File: src/rtl/seq_det_ctrl_if.sv
// Configuration handshake, serial data stream and status bundle for seq_det_ctrl.
interface seq_det_ctrl_if #(
  parameter int MAX_LEN = 8,
  parameter int LEN_W   = 4,
  parameter int CNT_W   = 8
);
  logic               cfg_valid;
  logic               cfg_ready;
  logic [MAX_LEN-1:0] cfg_pattern;
  logic [LEN_W-1:0]   cfg_len;
  logic               cfg_overlap;
  logic               cfg_err;
  logic               start;
  logic               stop;
  logic               in;
  logic               in_valid;
  logic               out;
  logic [CNT_W-1:0]   match_cnt;
  logic               sat;
  logic               busy;

  modport slave (
    input  cfg_valid, cfg_pattern, cfg_len, cfg_overlap, start, stop, in, in_valid,
    output cfg_ready, cfg_err, out, match_cnt, sat, busy
  );

  modport master (
    output cfg_valid, cfg_pattern, cfg_len, cfg_overlap, start, stop, in, in_valid,
    input  cfg_ready, cfg_err, out, match_cnt, sat, busy
  );
endinterface

File: src/rtl/seq_det_ctrl.sv
// Run-time programmable serial pattern detector: IDLE/ARMED/RUN sequencing,
// Mealy match output and saturating match counter.
module seq_det_ctrl #(
  parameter int MAX_LEN = 8,
  parameter int LEN_W   = 4,
  parameter int CNT_W   = 8
) (
  input  logic           clk,
  input  logic           rst,
  seq_det_ctrl_if.slave  bus
);

  localparam int FILL_W = $clog2(MAX_LEN + 1);
  localparam int CMP_W  = ((LEN_W > FILL_W) ? LEN_W : FILL_W) + 1;

  typedef enum logic [1:0] {
    S_IDLE  = 2'd0,
    S_ARMED = 2'd1,
    S_RUN   = 2'd2
  } state_t;

  state_t             state_q, state_d;
  logic [MAX_LEN-1:0] pat_q, pat_d;
  logic [MAX_LEN-1:0] hist_q, hist_d;
  logic [LEN_W-1:0]   len_q, len_d;
  logic               ovl_q, ovl_d;
  logic [FILL_W-1:0]  fill_q, fill_d;
  logic [CNT_W-1:0]   cnt_q, cnt_d;
  logic               err_q, err_d;
  logic               busy_q, rdy_q, sat_q;

  logic [MAX_LEN-1:0] win, bit_ok;
  logic               fill_ok, cfg_ok, match;
  logic               unused_hist_top;

  // Window is the newest MAX_LEN bits including the bit on the wire now;
  // the oldest history bit therefore never takes part in a compare.
  assign win             = {hist_q[MAX_LEN-2:0], bus.in};
  assign unused_hist_top = hist_q[MAX_LEN-1];

  for (genvar i = 0; i < MAX_LEN; i++) begin : g_cmp
    assign bit_ok[i] = (CMP_W'(i) >= CMP_W'(len_q)) | (win[i] == pat_q[i]);
  end

  assign fill_ok = (CMP_W'(fill_q) + CMP_W'(1)) >= CMP_W'(len_q);
  assign match   = (state_q == S_RUN) & bus.in_valid & fill_ok & (&bit_ok);
  assign cfg_ok  = (CMP_W'(bus.cfg_len) >= CMP_W'(2)) &&
                   (CMP_W'(bus.cfg_len) <= CMP_W'(MAX_LEN));

  always_comb begin
    state_d = state_q;
    pat_d   = pat_q;
    len_d   = len_q;
    ovl_d   = ovl_q;
    hist_d  = hist_q;
    fill_d  = fill_q;
    cnt_d   = cnt_q;
    err_d   = 1'b0;
    unique case (state_q)
      S_IDLE, S_ARMED: begin
        // A configuration offer takes priority over start.
        if (bus.cfg_valid) begin
          if (cfg_ok) begin
            pat_d   = bus.cfg_pattern;
            len_d   = bus.cfg_len;
            ovl_d   = bus.cfg_overlap;
            hist_d  = '0;
            fill_d  = '0;
            state_d = S_ARMED;
          end else begin
            err_d = 1'b1;
          end
        end else if ((state_q == S_ARMED) && bus.start) begin
          state_d = S_RUN;
          cnt_d   = '0;
          hist_d  = '0;
          fill_d  = '0;
        end
      end
      S_RUN: begin
        if (bus.in_valid) begin
          hist_d = win;
          if (CMP_W'(fill_q) < CMP_W'(MAX_LEN)) fill_d = fill_q + FILL_W'(1);
          if (match) begin
            if (cnt_q != '1) cnt_d = cnt_q + CNT_W'(1);
            if (!ovl_q) fill_d = '0;
          end
        end
        if (bus.stop) state_d = S_ARMED;
      end
      default: state_d = S_IDLE;
    endcase
  end

  always_ff @(posedge clk) begin
    if (rst) begin
      state_q <= S_IDLE;
      pat_q   <= '0;
      len_q   <= '0;
      ovl_q   <= 1'b0;
      hist_q  <= '0;
      fill_q  <= '0;
      cnt_q   <= '0;
      err_q   <= 1'b0;
      busy_q  <= 1'b0;
      rdy_q   <= 1'b1;
      sat_q   <= 1'b0;
    end else begin
      state_q <= state_d;
      pat_q   <= pat_d;
      len_q   <= len_d;
      ovl_q   <= ovl_d;
      hist_q  <= hist_d;
      fill_q  <= fill_d;
      cnt_q   <= cnt_d;
      err_q   <= err_d;
      busy_q  <= (state_d == S_RUN);
      rdy_q   <= (state_d != S_RUN);
      sat_q   <= &cnt_d;
    end
  end

  assign bus.out       = match;
  assign bus.cfg_ready = rdy_q;
  assign bus.cfg_err   = err_q;
  assign bus.busy      = busy_q;
  assign bus.match_cnt = cnt_q;
  assign bus.sat       = sat_q;

endmodule

File: src/flat_wrapper.sv
// flat-port wrapper written by rule: the top's interface ports become plain ports
module seq_det_ctrl_flat 
#(
  parameter int MAX_LEN = 8,
  parameter int LEN_W   = 4,
  parameter int CNT_W   = 8
)
  (clk, rst, bus_cfg_valid, bus_cfg_pattern, bus_cfg_len, bus_cfg_overlap, bus_start, bus_stop, bus_in, bus_in_valid, bus_cfg_ready, bus_cfg_err, bus_out, bus_match_cnt, bus_sat, bus_busy);
  seq_det_ctrl_if #(.MAX_LEN(MAX_LEN), .LEN_W(LEN_W), .CNT_W(CNT_W)) bus_i ();
  input  logic clk;
  input  logic rst;
  input wire logic [$bits(bus_i.cfg_valid)-1:0] bus_cfg_valid;
  input wire logic [$bits(bus_i.cfg_pattern)-1:0] bus_cfg_pattern;
  input wire logic [$bits(bus_i.cfg_len)-1:0] bus_cfg_len;
  input wire logic [$bits(bus_i.cfg_overlap)-1:0] bus_cfg_overlap;
  input wire logic [$bits(bus_i.start)-1:0] bus_start;
  input wire logic [$bits(bus_i.stop)-1:0] bus_stop;
  input wire logic [$bits(bus_i.in)-1:0] bus_in;
  input wire logic [$bits(bus_i.in_valid)-1:0] bus_in_valid;
  output wire logic [$bits(bus_i.cfg_ready)-1:0] bus_cfg_ready;
  output wire logic [$bits(bus_i.cfg_err)-1:0] bus_cfg_err;
  output wire logic [$bits(bus_i.out)-1:0] bus_out;
  output wire logic [$bits(bus_i.match_cnt)-1:0] bus_match_cnt;
  output wire logic [$bits(bus_i.sat)-1:0] bus_sat;
  output wire logic [$bits(bus_i.busy)-1:0] bus_busy;
  assign bus_i.cfg_valid = bus_cfg_valid;
  assign bus_i.cfg_pattern = bus_cfg_pattern;
  assign bus_i.cfg_len = bus_cfg_len;
  assign bus_i.cfg_overlap = bus_cfg_overlap;
  assign bus_i.start = bus_start;
  assign bus_i.stop = bus_stop;
  assign bus_i.in = bus_in;
  assign bus_i.in_valid = bus_in_valid;
  assign bus_cfg_ready = bus_i.cfg_ready;
  assign bus_cfg_err = bus_i.cfg_err;
  assign bus_out = bus_i.out;
  assign bus_match_cnt = bus_i.match_cnt;
  assign bus_sat = bus_i.sat;
  assign bus_busy = bus_i.busy;
  seq_det_ctrl #(.MAX_LEN(MAX_LEN), .LEN_W(LEN_W), .CNT_W(CNT_W)) u_core (.clk(clk), .rst(rst), .bus(bus_i));
endmodule
File: config.mk
export PLATFORM = sky130hd
export DESIGN_NAME = seq_det_ctrl_flat
export DESIGN_NICKNAME = d
export VERILOG_FILES = /design/src/rtl/seq_det_ctrl_if.sv /design/src/rtl/seq_det_ctrl.sv /design/src/flat_wrapper.sv
export SDC_FILE = /design/constraint.sdc
export NUM_CORES = 1
export LEC_CHECK = 0
export ABC_AREA = 1
export CORE_AREA = 2 2 86 88
export CTS_CLUSTER_SIZE = 24
export DETAILED_ROUTE_END_ITERATION = 10
export DIE_AREA = 0 0 88 90
export SYNTH_ARGS = -nofsm -noshare
export SYNTH_HDL_FRONTEND = slang
export SYNTH_SLANG_ARGS = --single-unit
File: constraint.sdc
create_clock -name clk -period 3.72 [get_ports clk]
set_input_delay 0.372 -clock clk [delete_from_list [all_inputs] [get_ports clk]]
set_output_delay 0.372 -clock clk [all_outputs]
set_load 0.01 [all_outputs]
==> summary.txt <==
Path type of the worst setup path: reg -> out
Period minus WS final: 2.98 ns
Sw frac: 29.1%
Final Skew: 0.00416 ns
Post-CTS Setup Bufs: 0
Slew Viols, Final: 0
CP Launch Type: register
Vias per inst: 4.52
Drt pass-1 iters: 4
Worst Reg-to-Reg Cells: 18
Hold WC Path Type: reg -> reg
Pint: 623 uW
PD cells: 345 mW/mm^2
Worst-skew pair later-pin latency: 0.29 ns
WP data arrival: 2.60 ns
Synth Register Bits: 38
Port buffer count: 32
FP Rows: 31
Num CTS Buffers: 5
Final Wtd Congestion: 0.831
Commonest cells post-synth: 74 x nand2_1, 42 x inv_1, 42 x nor2_1
Post-synth top flop: dfxtp_1
Crit path required time: 3.35 ns
Initial core utilization: 29.3%
Root Buffer: clkbuf_8
Congestion Overflow GR: 0
Post-synth cell types: 27
Final worst slack: 0.744 ns
RSZ-0062 raised after global routing: no
Logic pwr share: 18.3%
FF-to-FF Start: u_core.fill_q[0]$_SDFFE_PP0P_
Routed Antenna Nets: 0
Final setup violation count: 0
Total Die Area: 0.00792 mm^2
Post-synth EDFFs: 0
Initial antenna violation count: 0
# Max-Cap Violations: 0
Reg-to-reg slack, setup: 1.30 ns
CTS Hold Buffers Added: 0
Status: finished, final reports clean
Clock power frac: 30.6%
Final-report hold violation count: 0
Sequential share of power: 51.1%
Synth Net Count: 341
Worst r2r dst: u_core.bus.sat$_SDFF_PP0_
Avg Cell Area, Syn: 6.55 um^2
Ports: 33
Total negative slack: 0 ns
Critical path endpoint category: output port
CP Launch Point: u_core.fill_q[0]$_SDFFE_PP0P_
Mapped Area: 0.00206 mm^2
Total Power: 878 uW
Net Switching: 256 uW
F_max: 336 MHz
LEAKAGE: 0.00108 uW
Seq/Total Area, Yosys: 37.0%
Min-Delay Endpoint: u_core.ovl_q$_SDFFE_PP0P_
Worst-path maximum fanout: 13
Vias in the first global route: 1866
Nets: 373
H-Tree Depth: 2
Top cells by area, synth: dfxtp_1 37%, nand2_1 14%, inv_1 7.7%
Via count: 2013
P&R area growth vs syn: 23.9%
Final wirelength: 4.82 mm
Core region area: 0.00702 mm^2
Final Cycle Share: 80.0%
VDD IR max: 145 uV
Rel. slew slack: 56.0%
Detail Placement HPWL: 3.64 mm
Ys Warns: 0
Min-Delay Path Depth: 2
Chip width: 88 um
Gr usage total: 13.0%
Remaining DRCs: 0
Clock sinks: 38
Worst slew pin tran: 0.659 ns
Pre-CTS setup slack: 1.08 ns
First-pass GRT wire length: 8.32 mm
Mapped Cells: 314
Max Root-Sink Buffers: 2
Chip height: 90 um
Fraction of layout cells with a size suffix above 1: 8.38%
HP Start: u_core.ovl_q$_SDFFE_PP0P_
Clock slew seen by the registers of the worst setup and hold paths: 0.07 ns
Synth area leader: dfxtp_1
Largest net degree at the start of global routing: 24
Post-synth ARST share: 0%
Top cell type's share of synthesized area: 37.0%
Initial DRC Count: 105
CTS tree: done
Routed len/inst: 10.8 um
Count leader, synth: nand2_1
Post-CTS Resized: 0
Ant. Diodes: 0
Fillers: 781
worst max-delay path, cell delays in order, from the launching register on:
cell,delay (ns)
dfxtp_1,0.41
ha_1,0.19
nand2_1,0.05
inv_1,0.07
nor2_1,0.06
ha_1,0.30
nand2_1,0.05
inv_1,0.04
nand2_1,0.04
nand2_1,0.05
nand2_1,0.04
nand2_1,0.06
nand2_2,0.07
nor2_4,0.29
clkdlybuf4s50_1,0.60
cells in the final DEF (no fill, tap or decap):
cell,instances
nor2_1,42
nor2_2,5
nor2_4,1
nand2_2,6
inv_2,6
ha_1,7
a21oi_1,29
nand3_2,1
clkdlybuf4s50_1,32
xor2_1,1
clkinv_2,2
o21ai_1,3
o31ai_1,1
dfxtp_1,38
a211oi_1,7
nand2_1,74
a21oi_2,1
a221oi_1,1
nand3_1,13
o22ai_1,1
nor3_2,1
o21ai_0,18
clkbuf_8,5
nand4_1,3
clkinv_1,3
inv_1,42
o211ai_1,2
buf_4,1
metal layers:
layer	wire [um]	share of wire, %	vias up	track usage (%)
met1	2390	50	902	17.9
met5	0	0	-	0
met2	2160	45	43	19.8
met4	100	2.1	0	5.51
li1	-	-	1059	-
met3	174	3.6	9	1.93
metrics by stage:
stage                     std cells  instance area (um^2)  hold slack (ns)  util (%)
final                           445                  2550            0.465      36.3
after global routing            445                  2550            0.474      36.3
after floorplan                 314                  2060            0.430         -
after global placement          438                  2470            0.457      35.2
after CTS                       445                  2550            0.465      36.3
after detailed placement        438                  2470            0.454      35.2
worst max path at each step:
| stage | to | slack, ns | cells after the start |
|---|---|---|---|
| floorplan | u_core.bus.sat$_SDFF_PP0_ | 1.69 | 21 |
| global placement | bus_out | 1.15 | 14 |
| detailed placement | bus_out | 1.08 | 14 |
| CTS | bus_out | 0.76 | 14 |
| global route | bus_out | 0.57 | 14 |
| finish | bus_out | 0.74 | 14 |
kinds of logic after synthesis:
kind of cell,share of synthesized area [%]
AOI/OAI and AO/OA,17.0
DFF,37.0
adders and majority gates,4.26
buffers and inverters,11.2
and+or+nand+nor,30.1
xor gates and xnor gates,0.426
layout make-up:
cell class	instances	area [um^2]	share of cell area (%)
Clock inverter	2	10.0	0.393
Inverter	51	191	7.51
Multi-Input combinational cell	217	1060	41.8
Tap cell	99	124	4.86
Clock buffer	5	68.8	2.70
Timing Repair Buffer	33	328	12.9
Sequential cell	38	761	29.9
sequential cells by signal, indices dropped and copies added (netlist names):
| register | flops |
|---|---|
| u_core.bus.match_cnt | 8 |
| u_core.pat_q | 8 |
| u_core.hist_q | 7 |
| u_core.fill_q | 4 |
| u_core.len_q | 4 |
| u_core.state_q | 2 |
| u_core.bus.busy | 1 |
| u_core.bus.cfg_err | 1 |
| u_core.bus.cfg_ready | 1 |
| u_core.bus.sat | 1 |
| u_core.ovl_q | 1 |
power by group through the flow:
stage / clock network, uW / registers, uW / logic, uW
6_report: 268 / 449 / 161
3_3_place_gp: 0 / 458 / 159
2_1_floorplan: 0 / 455 / 111
4_1_cts: 278 / 449 / 162
5_1_grt: 292 / 452 / 187
3_5_place_dp: 0 / 458 / 161
Note: power is estimated with default switching activity, not from simulation.
